--- config.mk ---
export PLATFORM = sky130hd
export DESIGN_NAME = fp_mul_ctrl
export DESIGN_NICKNAME = d
export VERILOG_FILES = /design/src/rtl/fp_mul_pkg.sv /design/src/rtl/fp_mul_rr_arb.sv /design/src/rtl/fp_mul_ctrl.sv
export SDC_FILE = /design/constraint.sdc
export NUM_CORES = 1
export LEC_CHECK = 0
export BUFFER_PORTS_ARGS = -buffer_cell sky130_fd_sc_hd__buf_2
export CORE_MARGIN = 5
export CORE_UTILIZATION = 40
export DETAILED_ROUTE_END_ITERATION = 6
export GPL_TIMING_DRIVEN = 0
export PLACE_DENSITY = 0.83
export SLEW_MARGIN = 0
export SYNTH_ARGS = -nofsm -noshare
export SYNTH_HDL_FRONTEND = slang
export SYNTH_SLANG_ARGS = --single-unit
export TNS_END_PERCENT = 50
--- constraint.sdc ---
create_clock -name clk -period 2.4 [get_ports clk]
set_input_delay 0.24 -clock clk [delete_from_list [all_inputs] [get_ports clk]]
set_output_delay 0.24 -clock clk [all_outputs]
set_load 0.1 [all_outputs]
--- src/rtl/fp_mul_pkg.sv ---
// Shared types and FP32 field constants for the multiplier sequencer.
package fp_mul_pkg;

    typedef enum logic [1:0] {
        IDLE = 2'd0,
        BUSY = 2'd1,
        RESP = 2'd2
    } state_e;

    localparam int unsigned FP_W     = 32;
    localparam int unsigned SIGN_BIT = 31;
    localparam int unsigned EXP_MSB  = 30;
    localparam int unsigned EXP_LSB  = 23;
    localparam logic [7:0]  EXP_MAX  = 8'hFF;

    localparam logic [2:0] RNE = 3'b000;
    localparam logic [2:0] RTZ = 3'b001;
    localparam logic [2:0] RDN = 3'b010;
    localparam logic [2:0] RUP = 3'b011;
    localparam logic [2:0] RMM = 3'b100;

    // Zero/subnormal times a finite or zero value flushes to a signed zero.
    function automatic logic is_bypass(input logic [FP_W-1:0] x, input logic [FP_W-1:0] y);
        logic [7:0] ex;
        logic [7:0] ey;
        ex = x[EXP_MSB:EXP_LSB];
        ey = y[EXP_MSB:EXP_LSB];
        return ((ex == 8'h00) && (ey != EXP_MAX)) || ((ey == 8'h00) && (ex != EXP_MAX));
    endfunction

endpackage

--- src/rtl/fp_mul_rr_arb.sv ---
// Combinational round-robin arbiter; search starts one past the last grant.
module fp_mul_rr_arb #(
    parameter int unsigned NREQ = 2,
    parameter int unsigned ID_W = $clog2(NREQ)
) (
    input  logic [NREQ-1:0] req,
    input  logic [ID_W-1:0] last_grant,
    output logic [NREQ-1:0] grant_c,
    output logic [ID_W-1:0] grant_id_c,
    output logic            any_grant_c
);

    always_comb begin
        logic [ID_W-1:0] idx;
        logic            found;
        grant_c     = '0;
        grant_id_c  = '0;
        any_grant_c = 1'b0;
        idx         = '0;
        found       = 1'b0;
        for (int unsigned k = 1; k <= NREQ; k++) begin
            idx = ID_W'((32'(last_grant) + k) % NREQ);
            if (!found && req[idx]) begin
                found        = 1'b1;
                grant_c[idx] = 1'b1;
                grant_id_c   = idx;
            end
        end
        any_grant_c = found;
    end

endmodule

--- src/rtl/fp_mul_ctrl.sv ---
// Sequencer sharing one external FP32 multiplier core among NREQ requesters.
module fp_mul_ctrl
    import fp_mul_pkg::*;
#(
    parameter int unsigned NREQ    = 2,
    parameter int unsigned MUL_LAT = 2
) (
    input  logic                      clk,
    input  logic                      rst_n,
    input  logic [NREQ-1:0]           req_valid,
    output logic [NREQ-1:0]           req_ready,
    input  logic [NREQ*32-1:0]        req_x,
    input  logic [NREQ*32-1:0]        req_y,
    input  logic [NREQ*3-1:0]         req_rmode,
    output logic                      rsp_valid,
    input  logic                      rsp_ready,
    output logic [31:0]               rsp_z,
    output logic                      rsp_ovrf,
    output logic                      rsp_udrf,
    output logic [$clog2(NREQ)-1:0]   rsp_id,
    output logic [31:0]               core_x,
    output logic [31:0]               core_y,
    output logic [2:0]                core_rmode,
    output logic                      core_start,
    input  logic [31:0]               core_z,
    input  logic                      core_ovrf,
    input  logic                      core_udrf
);

    localparam int unsigned ID_W  = $clog2(NREQ);
    localparam int unsigned CNT_W = $clog2(MUL_LAT + 1);

    state_e           state_q, state_d;
    logic [ID_W-1:0]  last_grant_q, last_grant_d;
    logic [CNT_W-1:0] cnt_q, cnt_d;
    logic [31:0]      x_d, y_d, rsp_z_d;
    logic [2:0]       rmode_d;
    logic             start_d, rsp_valid_d, rsp_ovrf_d, rsp_udrf_d;
    logic [ID_W-1:0]  rsp_id_d;

    logic [NREQ-1:0]  grant;
    logic [ID_W-1:0]  grant_id;
    logic             any_grant;
    logic [31:0]      sel_x, sel_y;
    logic [2:0]       sel_rmode;

    fp_mul_rr_arb #(.NREQ(NREQ), .ID_W(ID_W)) u_arb (
        .req         (req_valid),
        .last_grant  (last_grant_q),
        .grant_c     (grant),
        .grant_id_c  (grant_id),
        .any_grant_c (any_grant)
    );

    // Operand mux for the granted requester.
    always_comb begin
        sel_x     = '0;
        sel_y     = '0;
        sel_rmode = '0;
        for (int unsigned i = 0; i < NREQ; i++) begin
            if (ID_W'(i) == grant_id) begin
                sel_x     = req_x[32*i +: 32];
                sel_y     = req_y[32*i +: 32];
                sel_rmode = req_rmode[3*i +: 3];
            end
        end
    end

    always_comb begin
        state_d      = state_q;
        last_grant_d = last_grant_q;
        cnt_d        = cnt_q;
        x_d          = core_x;
        y_d          = core_y;
        rmode_d      = core_rmode;
        start_d      = 1'b0;
        rsp_valid_d  = rsp_valid;
        rsp_z_d      = rsp_z;
        rsp_ovrf_d   = rsp_ovrf;
        rsp_udrf_d   = rsp_udrf;
        rsp_id_d     = rsp_id;
        req_ready    = '0;
        unique case (state_q)
            IDLE: begin
                // Gated by rst_n so nothing is offered while reset is held.
                if (rst_n) begin
                    req_ready = grant;
                end
                if (any_grant) begin
                    last_grant_d = grant_id;
                    x_d          = sel_x;
                    y_d          = sel_y;
                    rmode_d      = sel_rmode;
                    rsp_id_d     = grant_id;
                    if (is_bypass(sel_x, sel_y)) begin
                        rsp_z_d     = {sel_x[SIGN_BIT] ^ sel_y[SIGN_BIT], 31'b0};
                        rsp_ovrf_d  = 1'b0;
                        rsp_udrf_d  = 1'b0;
                        rsp_valid_d = 1'b1;
                        state_d     = RESP;
                    end else begin
                        cnt_d   = CNT_W'(MUL_LAT);
                        start_d = 1'b1;
                        state_d = BUSY;
                    end
                end
            end
            BUSY: begin
                cnt_d = cnt_q - CNT_W'(1);
                if (cnt_q == CNT_W'(1)) begin
                    rsp_z_d     = core_z;
                    rsp_ovrf_d  = core_ovrf;
                    rsp_udrf_d  = core_udrf;
                    rsp_valid_d = 1'b1;
                    state_d     = RESP;
                end
            end
            RESP: begin
                if (rsp_ready) begin
                    rsp_valid_d = 1'b0;
                    state_d     = IDLE;
                end
            end
            default: state_d = IDLE;
        endcase
    end

    always_ff @(posedge clk or negedge rst_n) begin
        if (!rst_n) begin
            state_q      <= IDLE;
            last_grant_q <= ID_W'(NREQ - 1);
            cnt_q        <= '0;
            core_x       <= '0;
            core_y       <= '0;
            core_rmode   <= '0;
            core_start   <= 1'b0;
            rsp_valid    <= 1'b0;
            rsp_z        <= '0;
            rsp_ovrf     <= 1'b0;
            rsp_udrf     <= 1'b0;
            rsp_id       <= '0;
        end else begin
            state_q      <= state_d;
            last_grant_q <= last_grant_d;
            cnt_q        <= cnt_d;
            core_x       <= x_d;
            core_y       <= y_d;
            core_rmode   <= rmode_d;
            core_start   <= start_d;
            rsp_valid    <= rsp_valid_d;
            rsp_z        <= rsp_z_d;
            rsp_ovrf     <= rsp_ovrf_d;
            rsp_udrf     <= rsp_udrf_d;
            rsp_id       <= rsp_id_d;
        end
    end

endmodule
==> summary.md <==
| Metric | Value |
|---|---|
| Row count | 40 |
| Top delay family on crit path | buffers and inverters |
| Dominant cell type by area after synthesis | dfrtp_1 |
| Die footprint | 0.0145 mm² |
| Clk_lat worst skew | about 0.35 ns |
| Total CTS buffers | 9 |
| Share of cells above drive strength 1 | 43.7% |
| Post-CTS setup buffer count | 0 |
| Clk root buf | clkbuf_16 |
| H-tree depth | 3 |
| Initial core utilization | between 40 and 50% |
| Most used cell, CP | buf_4 |
| Sequential fraction of the synthesis area | between 50% and 60% |
| DR iter-0 viols | approximately 270 |
| HPWL Detailed | about 12 mm |
| Vias in the first global route | roughly 4.7k |
| Max-slew violation count | 0 |
| Status | completed |
| Yosys cell types | 40 |
| DRC viols | 0 |
| Hold Path Class | in2reg |
| IO buf count | approximately 280 |
| Worst setup SP type | flop |
| Crit-path max cell delay | around 0.43 ns |
| DIE WIDTH | 121 µm |
| Post-CTS sizing | 0 |
| Rel. slew slack | between 50 and 60% |
| Crit path cell chain | a21boi_2 > buf_4 > buf_4 > and3_1 > buf_2 |
| Total number of vias | ~4.6k |
| FF+latch count, synth | between 100 and 150 |
| RSZ-0062 raised after global routing | no |
| Largest net degree at the start of global routing | a little under 60 |
| Endpoints failing setup | 0 |
| Fin crit share | about nine tenths |
| Maximum clock frequency | 462 MHz |
| Yosys warnings | 0 |
| Total track usage | around a fifth |
| Top-level port count | around 280 |
| Final Skew | between 0.006 and 0.007 ns |
| RR Startpoint | state_q[1] |
| # diodes | 0 |
| CP arrival | ~1.9 ns |
| Per-cell routed wire length | between 15 and 20 µm |
| Crit path capture type | primary output |
| Clock slew at reported path FFs | roughly 0.08 ns |
| Final Critical Period | 2.16 ns |
| Post-CTS Hold Buffers | 2 |
| CP Data Required Time | roughly 2.2 ns |
| Clock Path Buffers | 2 |
| Worst-Margin Slew | roughly 0.74 ns |
| Synth area leaders | dfrtp_1 (55%), mux2i_1 (14%), o21ai_0 (6.1%) |
| Worst Setup SP | last_grant_q |
| Drt via density | ~5.2 |
| NumNets Final | around 910 |
| TritonCTS clock tree | done |
| TNS Setup | 0 ns |
| Synth Instances | 442 |
| Clock sink count | about 110 |
| Final WL | between 15 and 20 mm |
| Netlist Area Pre-Place | 0.00489 mm² |
| Final antenna-violating net count | 0 |
| Hold path start | rsp_ready |
| Final Hold Fails | 0 |
| Area Overhead vs Synth | 39.7% |
| Synthesized area per cell | 11.1 µm² |
| Initial antenna violation count | 0 |
| CP max FO | 10 |
| Buf/Inv on CP | 3 |
| Die extent in y | approximately 120 µm |
| Critical path's slowest cell | buf_2 |
| WS Path Type | reg2out |
| Maxcap violations | 0 |
| Drt pass-1 iters | 4 |
| Total grt overflow | 0 |
| Syn nets | 616 |
| Placeable Area | ~0.012 mm² |
| Global-route wire length before repair | approximately 24 mm |
| Top cell type's share of synthesized area | approximately 55% |
| Routability congestion estimate | ~0.8 |
-- placed cells by master, fill, tap and decap left out, types with 2 or more instances in the layout --
cell type,count
xnor2_1,2
nand4_1,9
buf_16,2
nand2b_1,3
buf_1,2
mux2i_1,68
inv_6,2
buf_2,290
nor4_1,8
inv_1,3
clkbuf_16,9
clkbuf_1,8
buf_4,9
nand2_1,72
o31a_1,2
o211ai_1,4
a22o_1,34
a21oi_1,2
o21ai_1,11
dfrtp_1,108
o21ai_0,60
inv_8,3
nor2_1,4
-- synthesized netlist by cell type, drive strengths merged --
master  instances
mux2i          68
o21ai          71
nor2b           2
a21oi           2
o41a            1
dfrtp         108
nand2          72
nor2            5
a22o           34
nand3           2
nand4           9
nand4b          1
nand2b          3
nor3            1
dfstp           1
and2            1
o31a            2
o22a            1
buf            24
o21a            1
and3            1
xnor2           2
clkbuf          8
inv             3
o22ai           1
o31ai           1
a211o           1
ha              1
nor4            8
xor2            1
mux2            1
a21boi          1
o211ai          4
-- per-stage QoR --
| stage | utilization (%) | std cells | hold slack [ns] | area, µm² | worst slack, ns |
|---|---|---|---|---|---|
| floorplan | - | 442 | -0.0556 | 4890 | 0.141 |
| global placement | 53.8 | 867 | 0.451 | 6460 | -0.737 |
| detailed placement | 54.1 | 868 | 0.331 | 6490 | 0.295 |
| CTS | 56.9 | 886 | 0.0775 | 6830 | 0.202 |
| global route | 56.9 | 886 | 0.0758 | 6830 | 0.132 |
| finish | 56.9 | 886 | 0.0958 | 6830 | 0.236 |
-- cell families after synthesis --
| kind of cell | synth area share [%] |
|---|---|
| adders and majority gates | 0.256 |
| AOI/OAI and AO/OA | 15.8 |
| buffers and inverters | 3.79 |
| muxes | 14.2 |
| and+or+nand+nor | 9.67 |
| DFF | 55.8 |
| xor gates and xnor gates | 0.537 |
-- registers in the layout, indices dropped and copies added, names as in the netlist, 2 cells and up --
name and cells:
core_x 32, core_y 32, rsp_z 32, core_rmode 3, cnt_q 2, state_q 2
-- worst reg2reg max path: stages, from the launching register on --
cell and delay (ns):
dfrtp_1 0.32, buf_2 0.21, nor2_2 0.10, o21ai_0 0.15, buf_2 0.33, buf_1 0.60
o21ai_0 0.19
-- worst paths after layout --
check                           slack, ns  cells past startpoint      endpoint
min in group asynchronous            0.46                      3    core_x[31]
worst min-delay path                  0.1                      2    state_q[1]
worst max register to register       0.35                      6    core_y[15]
worst min register to register       0.48                      2     core_x[9]
max in group asynchronous            1.63                      3  last_grant_q
worst max-delay path                 0.24                      5  req_ready[1]
-- area by class of cell --
type	count	area [µm²]
Clock inverter	6	58.8
Timing Repair Buffer	281	1460
Tap cell	147	184
Multi-Input combinational cell	298	1980
Fill cell	1092	5180
Inverter	3	11.3
Sequential cell	109	2730
Buffer	32	174
Clock buffer	10	239
-- layer usage --
| layer | routed length (µm) | share of wire [%] | GRT usage, % | up-vias |
|---|---|---|---|---|
| li1 | - | - | - | 2173 |
| met1 | 5970 | 39 | 25.0 | 2214 |
| met2 | 7730 | 51 | 35.6 | 212 |
| met3 | 1300 | 8.5 | 5.66 | 22 |
| met4 | 293 | 1.9 | 6.94 | 0 |
| met5 | 0 | 0 | 0 | - |
Power is left out: the tool's default activity adds up to more than one toggle a clock period on the data nets, which glitch-free logic cannot reach.
